### src/rtl/button_press_classifier_if.sv
// Event bundle between the button classifier and its consumer.
// master drives the press events; slave supplies the debounced level.
interface button_press_classifier_if;
   logic btn;
   logic short_press;
   logic long_press;
   logic double_press;
   logic repeat_pulse;
   logic busy;

   modport master (
      input  btn,
      output short_press,
      output long_press,
      output double_press,
      output repeat_pulse,
      output busy
   );

   modport slave (
      output btn,
      input  short_press,
      input  long_press,
      input  double_press,
      input  repeat_pulse,
      input  busy
   );
endinterface

### src/rtl/button_press_classifier.sv
// Short / long / double press classifier for a debounced button level.
// Define BTN_CLASS_REPEAT_EN for auto-repeat pulses during a long hold.
module button_press_classifier #(
   parameter int LONG_CYCLES   = 1000000,
   parameter int GAP_CYCLES    = 250000,
   parameter int REPEAT_CYCLES = 200000,
   parameter int CNT_W         = 21
) (
   input  logic                      clk,
   input  logic                      rst_n,
   button_press_classifier_if.master bus
);

   typedef enum logic [2:0] {
      S_IDLE,
      S_PRESS1,
      S_WAIT,
      S_PRESS2,
      S_LONG
   } state_t;

   // The rise sample is the first high sample, so the L-th one is seen at cnt == L-2.
   localparam logic [CNT_W-1:0] LP_LONG_LAST = CNT_W'(LONG_CYCLES - 2);
   localparam logic [CNT_W-1:0] LP_GAP_LAST  = CNT_W'(GAP_CYCLES - 1);
`ifdef BTN_CLASS_REPEAT_EN
   localparam logic [CNT_W-1:0] LP_REP_LAST  = CNT_W'(REPEAT_CYCLES - 1);
`endif

   // Block name shows up in elaboration when the counter is too narrow.
   if (((64'd1 << CNT_W) <= 64'(LONG_CYCLES)) ||
       ((64'd1 << CNT_W) <= 64'(GAP_CYCLES)) ||
       ((64'd1 << CNT_W) <= 64'(REPEAT_CYCLES))) begin : g_cnt_w_too_small
   end

   state_t           r_state;
   logic [CNT_W-1:0] r_cnt;
   logic             r_btn_q;
   logic             r_short;
   logic             r_long;
   logic             r_double;
   logic             r_busy;

   logic             w_rise;
   logic             w_fall;
   logic [CNT_W-1:0] w_cnt_inc;

   assign w_rise    = bus.btn & ~r_btn_q;
   assign w_fall    = ~bus.btn & r_btn_q;
   assign w_cnt_inc = (&r_cnt) ? r_cnt : r_cnt + 1'b1;

`ifdef BTN_CLASS_REPEAT_EN
   logic r_repeat;
`endif

   always_ff @(posedge clk or negedge rst_n) begin
      if (!rst_n) begin
         r_state  <= S_IDLE;
         r_cnt    <= '0;
         r_btn_q  <= 1'b1;
         r_short  <= 1'b0;
         r_long   <= 1'b0;
         r_double <= 1'b0;
         r_busy   <= 1'b0;
`ifdef BTN_CLASS_REPEAT_EN
         r_repeat <= 1'b0;
`endif
      end else begin
         r_btn_q  <= bus.btn;
         r_short  <= 1'b0;
         r_long   <= 1'b0;
         r_double <= 1'b0;
`ifdef BTN_CLASS_REPEAT_EN
         r_repeat <= 1'b0;
`endif
         unique case (r_state)
            S_IDLE: begin
               if (w_rise) begin
                  r_state <= S_PRESS1;
                  r_cnt   <= '0;
                  r_busy  <= 1'b1;
               end else begin
                  r_busy  <= 1'b0;
               end
            end
            S_PRESS1: begin
               if (w_fall) begin
                  r_state <= S_WAIT;
                  r_cnt   <= '0;
               end else if (bus.btn) begin
                  if (r_cnt == LP_LONG_LAST) begin
                     r_long  <= 1'b1;
                     r_state <= S_LONG;
                     r_cnt   <= '0;
                  end else begin
                     r_cnt   <= w_cnt_inc;
                  end
               end
            end
            S_WAIT: begin
               // A rise on the timeout edge still counts as a double press.
               if (w_rise) begin
                  r_double <= 1'b1;
                  r_state  <= S_PRESS2;
                  r_cnt    <= '0;
               end else if (r_cnt == LP_GAP_LAST) begin
                  r_short  <= 1'b1;
                  r_state  <= S_IDLE;
                  r_cnt    <= '0;
                  r_busy   <= 1'b0;
               end else begin
                  r_cnt    <= w_cnt_inc;
               end
            end
            S_PRESS2: begin
               if (w_fall) begin
                  r_state <= S_IDLE;
                  r_cnt   <= '0;
                  r_busy  <= 1'b0;
               end
            end
            S_LONG: begin
               if (w_fall) begin
                  r_state <= S_IDLE;
                  r_cnt   <= '0;
                  r_busy  <= 1'b0;
               end
`ifdef BTN_CLASS_REPEAT_EN
               else if (bus.btn) begin
                  if (r_cnt == LP_REP_LAST) begin
                     r_repeat <= 1'b1;
                     r_cnt    <= '0;
                  end else begin
                     r_cnt    <= w_cnt_inc;
                  end
               end
`endif
            end
            default: begin
               r_state <= S_IDLE;
               r_cnt   <= '0;
               r_busy  <= 1'b0;
            end
         endcase
      end
   end

   assign bus.short_press  = r_short;
   assign bus.long_press   = r_long;
   assign bus.double_press = r_double;
   assign bus.busy         = r_busy;
`ifdef BTN_CLASS_REPEAT_EN
   assign bus.repeat_pulse = r_repeat;
`else
   assign bus.repeat_pulse = 1'b0;
`endif

endmodule

### src/flat_wrapper.sv
// flat-port wrapper written by rule: the top's interface ports become plain ports
module button_press_classifier_flat 
#(
   parameter int LONG_CYCLES   = 1000000,
   parameter int GAP_CYCLES    = 250000,
   parameter int REPEAT_CYCLES = 200000,
   parameter int CNT_W         = 21
)
  (clk, rst_n, bus_btn, bus_short_press, bus_long_press, bus_double_press, bus_repeat_pulse, bus_busy);
  button_press_classifier_if bus_i ();
  input  logic clk;
  input  logic rst_n;
  input wire logic [$bits(bus_i.btn)-1:0] bus_btn;
  output wire logic [$bits(bus_i.short_press)-1:0] bus_short_press;
  output wire logic [$bits(bus_i.long_press)-1:0] bus_long_press;
  output wire logic [$bits(bus_i.double_press)-1:0] bus_double_press;
  output wire logic [$bits(bus_i.repeat_pulse)-1:0] bus_repeat_pulse;
  output wire logic [$bits(bus_i.busy)-1:0] bus_busy;
  assign bus_i.btn = bus_btn;
  assign bus_short_press = bus_i.short_press;
  assign bus_long_press = bus_i.long_press;
  assign bus_double_press = bus_i.double_press;
  assign bus_repeat_pulse = bus_i.repeat_pulse;
  assign bus_busy = bus_i.busy;
  button_press_classifier #(.LONG_CYCLES(LONG_CYCLES), .GAP_CYCLES(GAP_CYCLES), .REPEAT_CYCLES(REPEAT_CYCLES), .CNT_W(CNT_W)) u_core (.clk(clk), .rst_n(rst_n), .bus(bus_i));
endmodule
### config.mk
export PLATFORM = sky130hd
export DESIGN_NAME = button_press_classifier_flat
export DESIGN_NICKNAME = d
export VERILOG_FILES = /design/src/rtl/button_press_classifier_if.sv /design/src/rtl/button_press_classifier.sv /design/src/flat_wrapper.sv
export SDC_FILE = /design/constraint.sdc
export NUM_CORES = 1
export LEC_CHECK = 0
export BUFFER_PORTS_ARGS = -buffer_cell sky130_fd_sc_hd__clkbuf_2
export CAP_MARGIN = 40
export CORE_MARGIN = 2
export CORE_UTILIZATION = 35
export CTS_BUF_LIST = sky130_fd_sc_hd__clkbuf_8 sky130_fd_sc_hd__clkbuf_16
export DETAILED_ROUTE_END_ITERATION = 10
export HOLD_SLACK_MARGIN = 0.08
export SYNTH_ARGS = -nofsm -noshare
export SYNTH_HDL_FRONTEND = slang
export SYNTH_SLANG_ARGS = --single-unit
### constraint.sdc
create_clock -name clk -period 2.6 [get_ports clk]
set_clock_uncertainty 0.2 [all_clocks]
set_input_delay 0.26 -clock clk [delete_from_list [all_inputs] [get_ports clk]]
set_output_delay 0.26 -clock clk [all_outputs]
set_load 0.01 [all_outputs]
==> metrics.txt <==
outcome finished clean; die width 77.2 um; crit path kind in2reg; final wirelength 3.71 mm; Starting DRT DRC Count 88; Final Setup Violations 0; Root Buffer clkbuf_8; dpl cells 262; fraction of the mapped netlist area in adder cells 1.33%; Synth area leaders dfrtp_1 37%, nor2_2 6.7%, xor2_1 4.2%, nand2_1 3.6%, xnor2_1 3.3%; core area 0.00514 mm^2; Worst-Margin Slew 722 ps; CTS resizes 0; Tmin final 2330 ps; xor and xnor fraction of the mapped netlist area 7.47%; ANT cells 0; CTS max path bufs 2; largest family of logic cells by synthesized area simple AND/OR/NAND/NOR gates; most frequent cell after synthesis dfrtp_1; Slew headroom 51.9%; routed len/inst 13.7 um; Required @ worst endpoint 2560 ps; Syn Inst Count 192; Routed Antenna Nets 0; CTS Sinks 29; Slew Viols, Final 0; Hold Buf Count CTS 2; cell leakage power 0.845 nW; synth cell count leaders 28 x dfrtp_1, 20 x nor2_2, 18 x nand2_1; Ports 8; Setup Fix Bufs, Post-CTS 0; Synth Warn # 0; CTS clk-pin slew, worst paths 60 ps; Compound-Gate Fraction of Synth Area 11.7%; area delta synth->final 10.0%; Synth async-reset ratio 100%; period utilization 89.7%; Post-synth top flop dfrtp_1; Post-synth EDFFs 0; HPWL after detailed placement 2.68 mm; RD Place Congestion 0.803; via count 1366; sequential area share after synthesis 38.8%; unrepaired setup endpoints after global routing no; cts bufs inserted 5; multiplexer area fraction after synthesis 0.534%; Tot GR Track Use 14.3%; Site Rows 26; fmax 429 MHz; Vias/cell 5.04; Yosys reg bits 29; number of H-tree levels 2; Avg Inst Size Synth 9.77 um^2; Post-Synth Simple-Gate Area 35.8%; CTS tree done; GR Overflow Total 0; Max VDD drop 0.553 mV; final setup TNS 0 ps; first-pass GRT wire length 6.75 mm; post-synth top area cell dfrtp_1; Worst-Skew Late Latency 270 ps; total die area 0.00596 mm^2; fin cells 271; Die Height 77.2 um; Cell variety after synth 52; # DRC 0; Post-Syn Area 0.00188 mm^2; pwr/cell area 778 mW/mm^2; Final nets 206; worst min-delay path class reg2reg; Startpoint Class input port; initial core utilization 36.5%; vias in the first global route 1366; worst-path fanout max 8; maximum number of pins on one net before global-route repair 30; Setup crit end kind flip-flop; max_cap viols 0; syn_nets 197; 1st-pass router iterations 4; arrival time worst endpoint 2300 ps; share of layout cells above drive strength 1 26.9%; Hold Violations, Final 0; Buffers on Ports 6; initial antenna violation count 0; post-synth top area share 37.4%
cell type report:
type	instances	area, um^2
Timing Repair Buffer	10	77.6
Sequential cell	29	727
Tap cell	70	87.6
Fill cell	534	3080
Clock inverter	1	3.75
Clock buffer	6	82.6
Inverter	4	15.0
Multi-Input combinational cell	151	1070
metal layers:
| metal | share of wire [%] | wire [um] | track usage, % | vias to the layer above |
|---|---|---|---|---|
| met4 | 0.97 | 36 | 5.36 | 0 |
| met3 | 3.3 | 122 | 3.53 | 4 |
| met5 | 0 | 0 | 0 | - |
| li1 | - | - | - | 688 |
| met2 | 46 | 1700 | 22.0 | 22 |
| met1 | 50 | 1860 | 19.5 | 652 |
cells in the final DEF, fill, tap and decap left out, types with 3 or more instances in the layout:
master	Yosys	layout
and4_1	4	4
dfrtp_1	28	28
nor2_2	20	20
nand4_1	8	8
xor2_1	9	9
nand3_1	10	10
and2_1	3	3
nand2_1	18	18
clkbuf_8	0	6
o21ai_0	5	5
nand2b_1	3	3
clkbuf_2	0	6
xnor2_1	7	7
nor2_1	15	15
inv_1	4	5
a21oi_1	6	6
critical path: stages:
cell           delay [ps]
dlygate4sd3_1         530
clkbuf_2              150
and2b_2               310
o21ai_2               110
a311oi_4              480
and4_1                270
xnor2_1               130
nor2_2                 40
power breakdown:
| group | leakage, nW | switching (mW) | internal, mW |
|---|---|---|---|
| Clock | 0.0485 | 0.159 | 0.205 |
| Sequential | 0.394 | 0.0767 | 0.503 |
| Combinational | 0.402 | 0.400 | 0.262 |
sequential cells by signal, summed over array words and instances (netlist names):
register                 cells
u_core.bus.long_press        1
u_core.r_cnt                21
u_core.bus.short_press       1
u_core.r_btn_q               1
u_core.r_state               3
u_core.bus.double_press      1
u_core.bus.busy              1
path summary, 6_finish.rpt:
| kind | start | end | slack, ps | cells past startpoint |
|---|---|---|---|---|
| min in group asynchronous | rst_n | u_core.r_cnt[13] | 380 | 2 |
| hold / removal | u_core.r_cnt[20] | u_core.r_cnt[20] | 370 | 2 |
| setup / recovery | bus_btn | u_core.r_cnt[15] | 270 | 8 |
| setup reg to reg | u_core.r_state[1] | u_core.r_cnt[16] | 430 | 7 |
| max in group asynchronous | rst_n | u_core.r_cnt[4] | 1360 | 2 |
| hold reg to reg | u_core.r_cnt[20] | u_core.r_cnt[20] | 370 | 2 |
metrics by stage:
| step | util [%] | power [mW] | hold WS [ps] | setup WS (ps) | cell area [um^2] |
|---|---|---|---|---|---|
| 2_1_floorplan | - | 1.15 | -236 | 648 | 1880 |
| 6_report | 40.1 | 1.61 | 373 | 267 | 2060 |
| 5_1_grt | 40.1 | 1.73 | 402 | 143 | 2060 |
| 3_3_place_gp | 38.1 | 1.25 | 161 | 443 | 1960 |
| 3_5_place_dp | 38.1 | 1.26 | 167 | 438 | 1960 |
| 4_1_cts | 40.1 | 1.63 | 368 | 257 | 2060 |
cell families (layout without fill, tap and decap cells):
logic type | Yosys count | count (layout)
AND/OR/NAND/NOR | 106 | 106
other | 1 | 1
buffers and inverters | 12 | 21
multiplexers | 1 | 1
adder cells (fa/ha/maj) | 2 | 2
XOR/XNOR | 16 | 16
flip-flops | 29 | 29
AO/OA/AOI/OAI | 25 | 25
No activity file was read; power rests on OpenSTA's default activity.
